## config.mk

```make
export PLATFORM = sky130hd
export DESIGN_NAME = pipeline_stall_ctrl
export DESIGN_NICKNAME = d
export VERILOG_FILES = /design/src/rtl/pipeline_stall_ctrl.sv
export SDC_FILE = /design/constraint.sdc
export NUM_CORES = 1
export LEC_CHECK = 0
export ABC_CLOCK_PERIOD_IN_PS = 6100
export CAP_MARGIN = 0
export CORE_UTILIZATION = 40
export CTS_CLUSTER_DIAMETER = 100
export CTS_CLUSTER_SIZE = 28
export DETAILED_ROUTE_END_ITERATION = 7
export GPL_TIMING_DRIVEN = 0
export PLACE_DENSITY = 0.68
export SYNTH_ARGS = -nofsm -noshare
export SYNTH_HDL_FRONTEND = slang
export SYNTH_SLANG_ARGS = --single-unit
export TNS_END_PERCENT = 100
```

## constraint.sdc

```tcl
create_clock -name clk -period 6.1 [get_ports clk]
set_input_delay 1.22 -clock clk [delete_from_list [all_inputs] [get_ports clk]]
set_output_delay 1.22 -clock clk [all_outputs]
set_load 0.05 [all_outputs]
```

## src/rtl/pipeline_stall_ctrl.sv

```systemverilog
// Pipeline stall/flush controller: load-use and branch hazards, fixed-latency
// MDU sequencing in EX, and a saturating stall-cycle counter.
//
// state | meaning
// IDLE  | no MDU op in flight; a new MduStartE begins a sequence
// BUSY  | MDU op held in EX; cnt counts down to the final (done) cycle
module pipeline_stall_ctrl #(
    parameter int MDU_LAT = 4,
    parameter int CNT_W   = 16
) (
    input  logic             clk,
    input  logic             rst,
    input  logic [4:0]       RS1D,
    input  logic [4:0]       RS2D,
    input  logic [4:0]       RdE,
    input  logic             ResultSrcE0,
    input  logic             PCSrcE,
    input  logic             MduStartE,
    output logic             StallF,
    output logic             StallD,
    output logic             StallE,
    output logic             FlushD,
    output logic             FlushE,
    output logic             FlushM,
    output logic             MduDone,
    output logic             MduBusy,
    output logic [CNT_W-1:0] StallCnt
);

    typedef enum logic {IDLE, BUSY} state_t;

    localparam logic [3:0] CNT_INIT = 4'(MDU_LAT - 2);

    state_t     state;
    logic [3:0] cnt;
    logic       mdu_stall;
    logic       lw_stall;

    always_comb begin
        mdu_stall = 1'b0;
        lw_stall  = 1'b0;
        StallF    = 1'b0;
        StallD    = 1'b0;
        StallE    = 1'b0;
        FlushD    = 1'b0;
        FlushE    = 1'b0;
        FlushM    = 1'b0;
        MduDone   = 1'b0;
        MduBusy   = 1'b0;
        if (!rst) begin
            mdu_stall = ((state == IDLE) && MduStartE) || ((state == BUSY) && (cnt != 4'd0));
            // a taken branch squashes the dependent instruction, so no stall is needed
            lw_stall  = ResultSrcE0 && (RdE != 5'd0) && ((RS1D == RdE) || (RS2D == RdE))
                        && !PCSrcE && !mdu_stall;
            StallF    = lw_stall || mdu_stall;
            StallD    = lw_stall || mdu_stall;
            StallE    = mdu_stall;
            FlushM    = mdu_stall;
            FlushD    = PCSrcE && !mdu_stall;
            FlushE    = (lw_stall || PCSrcE) && !mdu_stall;
            MduDone   = (state == BUSY) && (cnt == 4'd0);
            MduBusy   = (state == BUSY);
        end
    end

    always_ff @(posedge clk) begin
        if (rst) begin
            state    <= IDLE;
            cnt      <= 4'd0;
            StallCnt <= '0;
        end else begin
            case (state)
                IDLE: begin
                    if (MduStartE) begin
                        state <= BUSY;
                        cnt   <= CNT_INIT;
                    end
                end
                BUSY: begin
                    if (cnt != 4'd0) begin
                        cnt <= cnt - 4'd1;
                    end else begin
                        state <= IDLE;
                    end
                end
                default: state <= IDLE;
            endcase
            if (StallF && (StallCnt != {CNT_W{1'b1}})) begin
                StallCnt <= StallCnt + 1'b1;
            end
        end
    end

endmodule
```

Word level (Yosys, flattened, before mapping)
Cells that the tools add are included.

$add $sub $neg: 2. Equal/unequal tests: 5. Muxes and demuxes: 12. Bitwise operators: 1. Reduce and logical (&&, ||, !) cells: 20.

Operator list (number): adder 16 x 1 -> 16 bit (second input constant) (1); != test 16 bit (second input constant) (1); equality test 5 bit (2); logical AND 1 bit (10); 2-to-1 mux 1 bit (8); 2-to-1 mux 4 bit (2); one-hot mux 4 bit (2 select lines) (1); nonzero test 5 bit (1); zero test 4 bit (1); logical OR 1 bit (4); nonzero test 4 bit (1); subtractor 4 x 1 -> 4 bit (second input constant) (1); zero test 1 bit (2); != test 2 x 1 -> 1 bit (second input constant) (1); != test 2 bit (second input constant) (1); one-hot mux 1 bit (2 select lines) (1); AND reduction 2 bit (1); NOT 1 bit (1).

Register bits: 21. Output and inout bits: 24.

Logic depth before layout (Yosys ltp)
Gate-level depths: netlist of the first run.

Depth after elaboration: 8. Mapped depth: 10. Mapped depth without buffers: 9.

Worst setup path after synthesis of the first run
Ideal clock, no wire load.

Path kind: input -> output. From: input RdE[3]. To: output StallF. Arrival time: 2.830 ns. Setup slack: 2.050 ns. Cell stages on the path: 6. Buffers on the path: 1. Path through: xor2_1 nor3_2 a22oi_2 o31ai_4 and2_1 buf_4.

Word-level cells in the longest chain between the ends: 7.

Ends and longest elaborated chain: from (decl) (RTL line 15) `input logic [4:0] RdE,`; equality test 5 bit or nonzero test 5 bit (tied branches) (RTL line 53) `lw_stall = ResultSrcE0 && (RdE != 5'd0) && ((RS1D == RdE) || (RS2D == RdE))`; logical OR 1 bit or logical AND 1 bit (tied branches) (RTL line 53); logical AND 1 bit (*) (RTL line 53); logical AND 1 bit (*) (2 in series) (RTL line 54) `&& !PCSrcE && !mdu_stall;`; logical OR 1 bit (*); 2-to-1 mux 1 bit (*); to (decl) (RTL line 19) `output logic StallF,`.

Mark *: on every way between the ends. The rest lies on a longest branch, timed or not.

Worst setup path after layout of the first run
From: input RdE[0]. To: output StallF.

Word-level cells in the longest chain between the ends: 7.

Ends and longest elaborated chain: equality test 5 bit or nonzero test 5 bit (tied branches) (RTL line 53); logical OR 1 bit or logical AND 1 bit (tied branches) (RTL line 53); logical AND 1 bit (*) (RTL line 53); logical AND 1 bit (*) (2 in series) (RTL line 54); logical OR 1 bit (*) (RTL line 55) `StallF = lw_stall || mdu_stall;`; 2-to-1 mux 1 bit (*) (RTL line 50) `if (!rst) begin`.

Marked as above.

==> out/qor.yml, run 1 <==
sta:
  final.setup.tns_ns: 0
  post-route-period-util: 0.819
  hold_violations: 0
  fmax_ghz: 0.200
  finClkSkew_ns: 0.00699
  period_needed_ns: 4.99
  setup_viol: 0
  rsz0062_at_grt: "false"
  tightest_slew_ns: 0.752
  drv_slew: 0
  maxSlewHeadroom: 0.493
yosys:
  ys_warn_count: 0
  synth_edf_count: 0
  synth_cells: 144
  ys_top_cells_by_area: "dfxtp_1, xor2_1, nor2_1"
  yosys.area.top_type_share: 0.331
  yosysUniqueCellTypes: 48
  yosysTopAreaCell: "dfxtp_1"
  synth.most_common_cell: "dfxtp_1"
  syn-num-nets: 166
  avgSynthCellArea_sq_um: 8.83
  synthFlopType: "dfxtp_1"
  syn_area_sq_um: 1270
  ys_ff_latch: 21
  async_flop_share: 0
  synth_common_cells: "dfxtp_1, nor2_1, xor2_1, nand3_1, nand2_1"
  synth-seq-area-share: 0.331
die:
  dieArea_sq_um: 3410
  initial_utilization: 0.420
  ios: 44
  fp.dieW_um: 58.4
  core_region_area_sq_um: 3030
  die_height_um: 58.4
  rows: 20
place:
  dp_hpwl_um: 2340
  io_buffers: 43
  gp_congestion: 0.791
  dp_cells: 231
cts:
  insertion_delay_ns: 0.31
  postCtsSetupBuffers: 0
  post_cts_resized: 0
  path_clk_slew_ns: 0.12
  cts_buffers: 3
  cts_tree: "done"
  cts.sinks: 21
  htree_levels: 1
  cts_max_path_buffers: 2
  hold_buffers: 0
  root_buffer: "clkbuf_4"
worst_setup_path:
  endpoint_kind: "output pin"
  startpoint_type: "input pin"
  reg2reg_depth: 10
  critPathRequiredTime_ns: 4.88
  cp_max_fo: 9
  critPathKind: "in2out"
  arrival_ns: 3.77
route:
  drt_iter0_markers: 61
  first_pass_iters: 4
  num_vias: 1234
  drc_errors: 0
  totalWireLength_um: 2980
  post_drt_via_cell_ratio: 5.25
  ant_nets: 0
  wl_per_cell_um: 12.7
final_layout:
  area_growth_pct: 40.3
  final_layout_size_suffix_gt1_frac: 0.0890
  post-route-util: 0.589
  final_cells: 235
  diodes: 0
  nets: 214
power_and_ir_drop:
  cellPowerDensity_nw_per_um2: 172
  power_frac_comb: 0.305
  p_sw_uw: 100
  swShare: 0.328
  seq_power_share: 0.472
  p_leak_uw: 0.000634
  ir_drop_uv: 68.1
  pwr-share-clk: 0.223
  p_int_uw: 206
hold_path:
  hold-path-cell-count: 1
  hp-class: "reg2reg"
grt:
  grt_pass1_vias: 1115
  overflow: 0
  antenna_found_initial: 0
  grtUsageTotal: 0.186
  grt_max_degree: 12
  grt_pass1_wl_um: 4980
flow_run:
  drv_cap: 0
run_status:
  status: "finished, final reports clean"
## sequential cells by signal (all words and copies together) (netlist names)
register,count
cnt,4
state,1
StallCnt,16
## power by group through the flow
stage / clock [uW] / sequential, uW / combinational, uW
floorplan: 0 / 152 / 54.6
global placement: 0 / 147 / 92.3
global route: 75.8 / 145 / 100
CTS: 68.3 / 144 / 93.9
detailed placement: 0 / 147 / 93.6
finish: 68.1 / 144 / 93.4
## worst paths after layout
path	slack (ns)	from	end
hold reg to reg	0.53	StallCnt[6]$_SDFFE_PP0P_	StallCnt[6]$_SDFFE_PP0P_
setup reg to reg	3.66	cnt[0]$_SDFFE_PP0P_	StallCnt[6]$_SDFFE_PP0P_
setup / recovery	1.11	RdE[0]	StallF
hold / removal	0.53	StallCnt[6]$_SDFFE_PP0P_	StallCnt[6]$_SDFFE_PP0P_
## layout make-up
class                      instances  area, sq um
timing repair buffer              43          430
buffer                             7         35.0
clock buffer                       4         26.3
multi-input combinational        112          801
sequential                        21          420
fill                             277         1240
inverter                           4         15.0
tap                               44         55.1
## per-layer routing
layer	routed length, um	global-route usage
met5	0	0
met4	32	0.0612
met3	163	0.0352
met2	1420	0.322
met1	1370	0.233
## critical path: stages
cell             delay (ns)
clkdlybuf4s50_1        0.47
xor2_1                 0.21
nor3_2                 0.19
a22oi_2                0.13
o31ai_4                0.45
and2_1                 0.22
buf_4                  0.11
clkdlybuf4s50_1        0.78
## layout by cell type (no fill, tap or decap), types with 4 or more instances in the layout
| cell type | count |
|---|---|
| nand2_1 | 7 |
| dfxtp_1 | 21 |
| nor2_1 | 18 |
| xnor2_1 | 5 |
| xor2_1 | 11 |
| mux2i_1 | 4 |
| a21oi_1 | 6 |
| inv_1 | 4 |
| clkbuf_1 | 4 |
| clkdlybuf4s50_1 | 43 |
| nand3_1 | 8 |
## through the flow
step	total power [uW]	instance area (sq um)	hold WS, ns	setup slack, ns
6_report	306	1780	0.526	1.11
2_1_floorplan	206	1270	0.476	2.05
4_1_cts	307	1780	0.527	1.08
3_5_place_dp	241	1760	0.508	1.09
5_1_grt	321	1780	0.544	0.967
3_3_place_gp	239	1760	0.480	1.12
## cells by family (layout without fill, tap and decap cells)
group / count (synthesis) / in the layout / synth area share
and+or+nand+nor: 62 / 62 / 0.291
AOI/OAI and AO/OA: 27 / 27 / 0.168
DFF: 21 / 21 / 0.331
xor gates and xnor gates: 16 / 16 / 0.110
buffers and inverters: 11 / 58 / 0.0394
muxes: 5 / 5 / 0.0404
adders and majority gates: 2 / 2 / 0.0197
(Power assumes the default switching activity.)
==> run 2, diff against run 1 <==
--- a/config.mk
+++ b/config.mk
@@ -5,14 +5,14 @@
 export SDC_FILE = /design/constraint.sdc
 export NUM_CORES = 1
 export LEC_CHECK = 0
-export ABC_CLOCK_PERIOD_IN_PS = 6100
+export ABC_CLOCK_PERIOD_IN_PS = 4400
 export CAP_MARGIN = 0
 export CORE_UTILIZATION = 40
 export CTS_CLUSTER_DIAMETER = 100
 export CTS_CLUSTER_SIZE = 28
 export DETAILED_ROUTE_END_ITERATION = 7
 export GPL_TIMING_DRIVEN = 0
-export PLACE_DENSITY = 0.68
+export PLACE_DENSITY = 0.71
 export SYNTH_ARGS = -nofsm -noshare
 export SYNTH_HDL_FRONTEND = slang
 export SYNTH_SLANG_ARGS = --single-unit
==> constraint.sdc (replaced) <==
create_clock -name clk -period 4.4 [get_ports clk]
set_input_delay 0.88 -clock clk [delete_from_list [all_inputs] [get_ports clk]]
set_output_delay 0.88 -clock clk [all_outputs]
set_load 0.05 [all_outputs]
==> out/qor.yml, run 2 (same netlist as run 1, synthesis figures left out) <==
final_layout:
  fillCellCount: 266  # -4.0%
  top_register: "StallCnt"
  layout_commonest_cell: "clkdlybuf4s50_1"
  largest_registers: "StallCnt (16), cnt (4), state (1)"
  diodes: 0  # unchanged
  area_growth_pct: 40.5
  largest_reg_flops: 16  # unchanged
  final_layout_size_suffix_gt1_frac: 0.0890  # unchanged
  final_cells: 235  # unchanged
  layout_common_cells: "clkdlybuf4s50_1, dfxtp_1, nor2_1"
  nets: 214  # unchanged
cts:
  path_clk_slew_ns: 0.12  # about the same
  insertion_delay_ns: 0.30  # about the same
  cts_buffers: 3  # unchanged
  cts_tree: "done"
  postCtsSetupBuffers: 0  # unchanged
  cts.sinks: 21  # unchanged
  htree_levels: 1  # unchanged
  root_buffer: "clkbuf_4"
  cts_max_path_buffers: 2  # unchanged
place:
  dp_cells: 231  # unchanged
  dp_hpwl_um: 2320  # -0.89%
  gp_congestion: 0.815  # +3.0%
  io_buffers: 43  # unchanged
hold_path:
  hp-class: "reg2reg"
grt:
  grtUsageTotal: 0.188  # +0.00186
  antenna_found_initial: 0  # unchanged
  grt_pass1_wl_um: 5010  # +0.56%
  grt_max_degree: 12  # unchanged
  overflow: 0  # unchanged
  grt_pass1_vias: 1194  # +7.1%
route:
  ant_nets: 0  # unchanged
  totalWireLength_um: 2960  # -0.77%
  num_vias: 1254  # +1.6%
  drc_errors: 0  # unchanged
  wl_per_cell_um: 12.6  # -0.77%
  first_pass_iters: 4  # unchanged
  drt_iter0_markers: 49  # -20%
  post_drt_via_cell_ratio: 5.34  # +1.6%
run_status:
  status: "finished, final reports clean"
die:
  die_height_um: 58.4  # unchanged
  ios: 44  # unchanged
  dieArea_sq_um: 3410  # unchanged
  rows: 20  # unchanged
  core_region_area_sq_um: 3030  # unchanged
  initial_utilization: 0.420  # unchanged
  fp.dieW_um: 58.4  # unchanged
worst_setup_path:
  cp_max_fo: 9  # unchanged
  critPathRequiredTime_ns: 3.52  # -1.36 ns
  startpoint_type: "input pin"
  endpoint_kind: "output pin"
  critPathKind: "in2out"
  arrival_ns: 3.38  # -0.39 ns
power_and_ir_drop:
  pwr-share-clk: 0.220  # -0.003
  p_sw_uw: 137  # +37%
  p_int_uw: 285  # +39%
  power_frac_comb: 0.306  # about the same
  p_leak_uw: 0.000648  # +2.1%
  swShare: 0.325  # -0.00254
  cellPowerDensity_nw_per_um2: 236  # +38%
  seq_power_share: 0.473  # about the same
  ir_drop_uv: 96.9  # +42%
sta:
  tightest_slew_ns: 0.804  # +0.0514 ns
  drv_slew: 0  # unchanged
  period_needed_ns: 4.26
  post-route-period-util: 0.969
  hold_ws_ns: 0.524  # -0.00218 ns
  maxSlewHeadroom: 0.459  # -0.0346
  rsz0062_at_grt: "false"
  fmax_ghz: 0.234
  finClkSkew_ns: 0.00750  # +0.000512 ns
  final.setup.tns_ns: 0  # unchanged
  hold_violations: 0  # unchanged
  setup_viol: 0  # unchanged
flow_run:
  drv_cap: 0  # unchanged
[run 2: cell types whose count changed in the layout (fill, tap and decap cells not counted)]
cell             change
dlymetal6s2s_1       +1
clkdlybuf4s50_1      -1
[run 2: power groups by stage]
| stage | logic [uW] | clock network (uW) | registers [uW] |
|---|---|---|---|
| detailed placement | 131 | 0 | 204 |
| global route | 139 | 105 | 201 |
| finish | 129 | 93.0 | 200 |
| global placement | 129 | 0 | 204 |
| CTS | 131 | 95.1 | 200 |
| floorplan | 75.8 | 0 | 210 |
[run 2: stage by stage]
step | total power [uW] | worst slack [ns] | util | area (sq um)
6_report | 422 | 0.135 | 0.590 | 1790
5_1_grt | 445 | 0.0452 | 0.590 | 1790
4_1_cts | 426 | 0.0292 | 0.589 | 1780
3_5_place_dp | 335 | 0.0432 | 0.580 | 1760
3_3_place_gp | 333 | 0.0657 | 0.580 | 1760
2_1_floorplan | 286 | 1.03 | - | 1270
[run 2: worst paths after layout]
path | startpoint | to | slack [ns] | depth (start not counted)
worst max-delay path | RdE[3] | StallD | 0.14 | 7
worst min register to register | StallCnt[8]$_SDFFE_PP0P_ | StallCnt[8]$_SDFFE_PP0P_ | 0.52 | 2
worst max register to register | cnt[0]$_SDFFE_PP0P_ | StallCnt[5]$_SDFFE_PP0P_ | 1.96 | 10
worst min-delay path | StallCnt[8]$_SDFFE_PP0P_ | StallCnt[8]$_SDFFE_PP0P_ | 0.52 | 2
[run 2: layout make-up]
class | instances | area [sq um] | share of cell area
Multi-Input combinational cell | 112 | 801 | 0.448
Timing Repair Buffer | 43 | 433 | 0.242
Sequential cell | 21 | 420 | 0.235
Tap cell | 44 | 55.1 | 0.0308
Buffer | 7 | 35.0 | 0.0196
Clock buffer | 4 | 26.3 | 0.0147
Inverter | 4 | 15.0 | 0.00841
[run 2: per-layer routing]
| layer | global-route usage | wire length [um] | part of all wire | up-vias |
|---|---|---|---|---|
| li1 | - | - | - | 617 |
| met1 | 0.211 | 1250 | 0.42 | 592 |
| met2 | 0.342 | 1520 | 0.51 | 41 |
| met3 | 0.0286 | 139 | 0.047 | 4 |
| met4 | 0.0986 | 48 | 0.016 | 0 |
| met5 | 0 | 0 | 0 | - |
[run 2: timing repair]
item,in CTS,in global routing
hold buffers,0,0
setup endpoints to repair,0,1
gates resized for setup,0,1
[run 2: critical path: stages]
cell             delay, ns
clkdlybuf4s50_1       0.46
xor2_1                0.20
nor3_2                0.21
a22oi_2               0.12
o31ai_4               0.46
and2_1                0.22
clkdlybuf4s50_1       0.82
==> run 3, diff against run 2 <==
--- a/config.mk
+++ b/config.mk
@@ -13,6 +13,7 @@
 export DETAILED_ROUTE_END_ITERATION = 7
 export GPL_TIMING_DRIVEN = 0
 export PLACE_DENSITY = 0.71
+export SLEW_MARGIN = 25
 export SYNTH_ARGS = -nofsm -noshare
 export SYNTH_HDL_FRONTEND = slang
 export SYNTH_SLANG_ARGS = --single-unit
==> results of run 3 <==
Same layout as run 2: the final DEF is identical, and so are final timing and power.
